`src/rtl/scan_multiplexer.sv`:
```
// scan_multiplexer
//   N-channel, W-bit registered multiplexer with manual select and auto-scan.
//   In scan mode an internal index steps through the channels, holding each
//   one for DWELL edges. Din is resampled on every edge, so a change within a
//   dwell period shows up on y_o one edge later.
//
//   Ports
//     clk_i    rising-edge clock
//     rst_n_i  asynchronous active-low reset
//     en_i     1 = run, 0 = freeze (outputs hold, valid_o = 0)
//     mode_i   0 = manual select, 1 = auto-scan
//     sel_i    manual channel select (ignored in scan and while frozen)
//     din_i    packed channel data, channel i = din_i[i*WIDTH +: WIDTH]
//     y_o      registered selected data
//     ch_o     index of the channel currently on y_o
//     valid_o  y_o / ch_o qualified this cycle
//     wrap_o   one-cycle pulse on the edge where ch_o goes CH-1 -> 0
//
//   state    | meaning
//   ST_IDLE  | frozen: data/index/dwell hold, valid_o = 0
//   ST_MAN   | manual select from sel_i
//   ST_SCAN  | auto-scan through channels, DWELL edges each
module scan_multiplexer #(
    parameter int WIDTH = 8,
    parameter int CH    = 4,
    parameter int SEL_W = 2,
    parameter int DWELL = 4
) (
    input  logic                  clk_i,
    input  logic                  rst_n_i,
    input  logic                  en_i,
    input  logic                  mode_i,
    input  logic [SEL_W-1:0]      sel_i,
    input  logic [CH*WIDTH-1:0]   din_i,
    output logic [WIDTH-1:0]      y_o,
    output logic [SEL_W-1:0]      ch_o,
    output logic                  valid_o,
    output logic                  wrap_o
);

    localparam int CNT_W = (DWELL > 1) ? $clog2(DWELL) : 1;

    typedef enum logic [1:0] {
        ST_IDLE = 2'd0,
        ST_MAN  = 2'd1,
        ST_SCAN = 2'd2
    } state_t;

    state_t             state_q;
    logic [SEL_W-1:0]   idx_q;
    logic [CNT_W-1:0]   cnt_q;
    // Set when idx wraps CH-1 -> 0; the edge that then presents channel 0
    // raises wrap_o. Survives a freeze so a resume still reports the wrap.
    logic               wrap_pend_q;
    logic [WIDTH-1:0]   y_q;
    logic [SEL_W-1:0]   ch_q;
    logic               valid_q;
    logic               wrap_q;

    logic [WIDTH-1:0]   sel_data;
    logic [WIDTH-1:0]   idx_data;
    logic               sel_ok;
    logic               last_cnt;
    logic               last_idx;

    // Explicit decode so out-of-range selects (CH not a power of two) never
    // index past the packed input.
    always_comb begin
        sel_data = '0;
        idx_data = '0;
        sel_ok   = 1'b0;
        for (int i = 0; i < CH; i++) begin
            if (sel_i == SEL_W'(i)) begin
                sel_data = din_i[i*WIDTH +: WIDTH];
                sel_ok   = 1'b1;
            end
            if (idx_q == SEL_W'(i)) begin
                idx_data = din_i[i*WIDTH +: WIDTH];
            end
        end
    end

    assign last_cnt = (cnt_q == CNT_W'(DWELL - 1));
    assign last_idx = (idx_q == SEL_W'(CH - 1));

    always_ff @(posedge clk_i or negedge rst_n_i) begin
        if (!rst_n_i) begin
            state_q     <= ST_IDLE;
            idx_q       <= '0;
            cnt_q       <= '0;
            wrap_pend_q <= 1'b0;
            y_q         <= '0;
            ch_q        <= '0;
            valid_q     <= 1'b0;
            wrap_q      <= 1'b0;
        end else if (!en_i) begin
            state_q <= ST_IDLE;
            valid_q <= 1'b0;
            wrap_q  <= 1'b0;
        end else if (!mode_i) begin
            state_q <= ST_MAN;
            wrap_q  <= 1'b0;
            // Entering manual discards scan progress; next scan starts at 0.
            if (state_q != ST_MAN) begin
                idx_q       <= '0;
                cnt_q       <= '0;
                wrap_pend_q <= 1'b0;
            end
            if (sel_ok) begin
                y_q     <= sel_data;
                ch_q    <= sel_i;
                valid_q <= 1'b1;
            end else begin
                y_q     <= '0;
                valid_q <= 1'b0;
            end
        end else begin
            state_q     <= ST_SCAN;
            y_q         <= idx_data;
            ch_q        <= idx_q;
            valid_q     <= 1'b1;
            wrap_q      <= wrap_pend_q;
            wrap_pend_q <= 1'b0;
            if (last_cnt) begin
                cnt_q <= '0;
                if (last_idx) begin
                    idx_q       <= '0;
                    wrap_pend_q <= 1'b1;
                end else begin
                    idx_q <= idx_q + 1'b1;
                end
            end else begin
                cnt_q <= cnt_q + 1'b1;
            end
        end
    end

    assign y_o     = y_q;
    assign ch_o    = ch_q;
    assign valid_o = valid_q;
    assign wrap_o  = wrap_q;

endmodule

```
`config.mk`:
```
export PLATFORM = sky130hd
export DESIGN_NAME = scan_multiplexer
export DESIGN_NICKNAME = d
export VERILOG_FILES = /design/src/rtl/scan_multiplexer.sv
export SDC_FILE = /design/constraint.sdc
export NUM_CORES = 1
export LEC_CHECK = 0
export ABC_AREA = 1
export CAP_MARGIN = 10
export CORE_ASPECT_RATIO = 1.75
export CORE_MARGIN = 3
export CORE_UTILIZATION = 49
export CTS_CLUSTER_DIAMETER = 40
export DETAILED_ROUTE_END_ITERATION = 6
export PLACE_DENSITY = 0.85
export RECOVER_POWER = 50
export SYNTH_ARGS = -nofsm -noshare
export SYNTH_HDL_FRONTEND = slang
export SYNTH_SLANG_ARGS = --single-unit
```
`constraint.sdc`:
```
create_clock -name clk_i -period 3.2 [get_ports clk_i]
set_input_delay 0.32 -clock clk_i [delete_from_list [all_inputs] [get_ports clk_i]]
set_output_delay 0.32 -clock clk_i [all_outputs]
set_load 0.02 [all_outputs]
```
### Word level (Yosys, flattened, before mapping)

Cells that the tools add are included.
Widths: inputs -> output; s select.

* flip-flop bits (word level): 19
* latch bits: 0
* bits in writable memories: 0
* memory bits (read-only): 0
* input bits: 38
* output and inout bits: 12
* logic and storage cells: 59
* memories: 0

* add/subtract/negate cells: 2
* $mul: 0
* divide/modulo/power cells: 0
* order comparisons: 0
* equality and inequality tests: 9
* shift operators: 0
* multiplexer cells: 33
* bitwise gates (word level): 0
* reduce and logical (&&, ||, !) cells: 7

Operators with widths (count)
* $mux 8: 10
* $mux 2: 10
* $mux 1: 13
* $eq 2x2->1 const B: 5
* $add 2x1->2 const B: 2
* $eq 2x1->1 const B: 2
* $logic_not 2->1: 2
* $ne 2x1->1 const B: 2
* $reduce_and 2->1: 2
* $reduce_bool 2->1: 2
* $reduce_and 3->1: 1

### Longest topological paths before layout

* depth after elaboration: 8
* depth in mapped cells: 10
* gate-level depth less buffers: 10

### Worst setup path before layout

No wires, ideal clock.

* path type: register to register
* start: register idx_q[0]
* end: register y_q[3] (netlist: y_o[3])
* setup time: 119 ps
* arrival: 1261 ps
* required time: 3081 ps
* slack: 1820 ps
* cell stages (with the launch flop): 10
* path buffers: 1
* clock period less this slack: 1380 ps
* cell sequence: dfrtp_1 > inv_1 > ha_1 > inv_1 > buf_2 > nand2_1 > a21oi_1 > nor2_1 > nor2_1 > nand2_1

* word-level cells in the longest chain between the ends: 6
* elaborated cells between the ends (all ways): 9
* those cells by class: eq/ne (3); mux (5); reduce/logical (1)

Ends and longest elaborated chain
* start: declaration: line 50 `logic [SEL_W-1:0] idx_q;`
* start signal: assignment: line 130 `idx_q <= idx_q + 1'b1;`
* $logic_not 2->1: line 77 `if (idx_q == SEL_W'(i)) begin`
* $mux 8 (3 in a row): line 77
* $mux 8 *: line 77
* $mux 8 *: line 100 `end else if (!mode_i) begin`
* end signal: assignment: line 110 `y_q <= sel_data;`
* end signal: assignment: line 119 `y_q <= idx_data;`
* end: declaration: line 55 `logic [WIDTH-1:0] y_q;`

Mark *: on every way between the ends. The rest lies on a longest branch, timed or not.
A chain may end at the register's enable or synchronous reset.

### Worst setup path in the final report

* start: input port sel_i[1]
* end: register y_q[6] (netlist: y_o[6])

* word-level cells in the longest chain between the ends: 7
* elaborated cells between the ends (all ways): 14
* those cells by class: eq/ne (3); mux (10); reduce/logical (1)

Ends and longest elaborated chain
* start: declaration: line 33 `input logic [SEL_W-1:0] sel_i,`
* $logic_not 2->1: line 73 `if (sel_i == SEL_W'(i)) begin`
* $mux 8 / $mux 1 (equally long branches) (4 in a row): line 73
* $mux 8 *: line 109 `if (sel_ok) begin`
* $mux 8 *: line 100

Marked as above.

==> impl_metrics.ini <==
[logic_synthesis]
netlist_instances = 218
yosys.area.top_type = dfrtp_1
yosysTopAreaCellShare_pct = 33.2
syn_area_sq_um = 1430
synth.area.top_cells = dfrtp_1 (33%), nand2_1 (21%), o21ai_0 (7.0%)
yosysWarnings = 0
synthDistinctLibCells = 24
ys_seq_elements = 19
synthesis.nets = 261
ys_seq_area_share_pct = 33.2
syn_avg_cell_area_sq_um = 6.57

[timing]
rsz0062_at_grt = false
fin_tns_setup_ns = 0
max_slew_margin_pct = 44.8
period_share_pct = 58.5
holdWs_ns = 0.488
max_clock_freq_ghz = 0.534
finalCriticalPeriod_ns = 1.87
skew_ns = 0.00232
hold_viol_final = 0
tightest_slew_ns = 0.826
setup_violations = 0
finalMaxSlewViolations = 0

[final_layout]
nNetsFinal = 307
post-route-util_pct = 70.6
area_delta_synth_final_pct = 35.8
drive_gt1_share_pct = 3.42
antenna_cells = 0
stdcell_area_sq_um = 1940

[place]
io_buffers = 49
place_area_sq_um = 1910
post-dp-hpwl_mm = 2.85
gp_congestion = 0.856

[clock_tree]
h-tree-depth = 1
clkTransAtPathRegs_ns = 0.07
postCtsSetupBuffers = 0
clock_latency_ns = 0.25
cts_max_path_buffers = 2
cts_made_buffers = 3
cts-root-buf = clkbuf_8
cts_tree = yes
clock_sinks = 19
hold_buffers = 0
cts_resized = 0

[power_and_ir_drop]
p_per_area_nw_per_um2 = 364
power_uw = 707
power.leakage_nw = 0.971
vdd_drop_max_v = 0.000179

[global_routing]
antenna_found_initial = 0
grt_max_degree = 20
grt_pass1_vias = 1436
track_usage_pct = 21.5
grt_pass1_wl_mm = 5.97
grt-ovfl-total = 0

[hold_path]
min_from = wrap_pend_q
whs_endpoint = wrap_pend_q
hold_class = reg2reg
holdPathStages = 2

[floorplan]
start_util_pct = 52.0
die_w_um = 46.9
core.rowCount = 25
fp.dieArea_sq_um = 3630
die_h_um = 77.5
io_pins = 50
core_sq_um = 2750

[drt]
first_iter_violations = 45
wl_mm = 3.54
vias = 1493
antenna_left = 0
vias_per_cell = 5.15
drt-wirelength-per-cell_um = 12.2
dr.pass1.iters = 4
drc = 0

[critical_path]
critPathLaunchType = input port
r2r_end = y_o[3]
cp_max_fo = 19
reg2reg_slack_ns = 1.58
cp-end-kind = register
crit_arrival_ns = 2.00
crit_required_ns = 3.33
r2r-start = idx_q[0]
crit_type = in2reg
worstRegToRegCells = 8

[flow_run]
maxCapViolCount = 0

[run_status]
status = complete, no violations
==> per-layer routing <==
layer,vias up,share of wire [%],GRT usage [%]
li1,791,-,-
met1,651,38,25.6
met4,0,0.99,9.14
met5,-,0,0
met3,2,5.1,1.39
met2,49,55,37.1
==> per-stage QoR <==
stage | std cells | setup WS [ns]
final | 290 | 1.33
after global routing | 290 | 1.12
after CTS | 290 | 1.35
after detailed placement | 286 | 1.09
after global placement | 286 | 1.14
after floorplan | 218 | 1.82
==> registers in the layout (all words and copies together) (netlist names) <==
name,count
cnt_q,2
state_q,2
valid_o,1
y_o,8
wrap_pend_q,1
idx_q,2
wrap_o,1
ch_o,2
==> cells in the final DEF (no fill, tap or decap) <==
| cell type | instances |
|---|---|
| a31oi_1 | 7 |
| a21boi_0 | 1 |
| nand3_1 | 8 |
| dfrtp_1 | 19 |
| ha_1 | 5 |
| nand2_2 | 1 |
| nor2_1 | 14 |
| o21ai_0 | 20 |
| clkdlybuf4s50_1 | 47 |
| nor2_4 | 3 |
| clkbuf_8 | 3 |
| a21oi_1 | 13 |
| nand3b_1 | 3 |
| o22ai_1 | 1 |
| inv_1 | 22 |
| nand2_1 | 81 |
| inv_2 | 2 |
| o221ai_1 | 1 |
| or2_0 | 5 |
| a22o_1 | 1 |
| clkbuf_1 | 1 |
| nand4_1 | 2 |
| clkinv_1 | 1 |
| dlygate4sd3_1 | 2 |
==> Yosys cell counts (all sizes together) <==
library cell  count
o221ai            1
nand2            82
o21ai            20
ha                5
a21oi            13
or2               5
inv              24
nor2             17
nand4             2
clkinv            1
a21boi            1
a22o              1
dfrtp            19
buf               7
nand3             8
a31oi             7
clkbuf            1
o22ai             1
nand3b            3
==> area by class of cell <==
| class | count | area, sq um |
|---|---|---|
| fill | 242 | 808 |
| timing repair buffer | 49 | 490 |
| clock buffer | 4 | 45.0 |
| tap | 27 | 33.8 |
| inverter | 25 | 93.8 |
| sequential | 19 | 475 |
| multi-input combinational | 166 | 806 |
==> logic make-up after synthesis <==
family	synth area share, %
AND/OR/NAND/NOR	35.8
AO/OA/AOI/OAI	16.8
buffers and inverters	9.79
flip-flops	33.2
adder cells (fa/ha/maj)	4.37
==> report_power, final <==
group	leakage [nW]	switching, mW	internal [mW]
registers	0.243	0.0172	0.268
clock network	0.0228	0.0718	0.0882
logic	0.705	0.136	0.125
total	0.971	0.225	0.482
==> critical path, cell delays in order <==
cell and delay (ns):
clkdlybuf4s50_1 0.88, nand2_1 0.34, nor2_1 0.16, nor2_1 0.05
a21boi_0 0.18, nand2_1 0.07
==> how the worst max path moves through the flow <==
stage / startpoint / end / slack (ns)
after floorplan: idx_q[0] / y_o[3] / 1.82
after global placement: sel_i[1] / y_o[6] / 1.14
after detailed placement: sel_i[1] / y_o[6] / 1.09
after CTS: sel_i[1] / y_o[6] / 1.35
after global routing: sel_i[1] / y_o[6] / 1.12
final: sel_i[1] / y_o[6] / 1.33
Power figures use the tool's default switching activity.
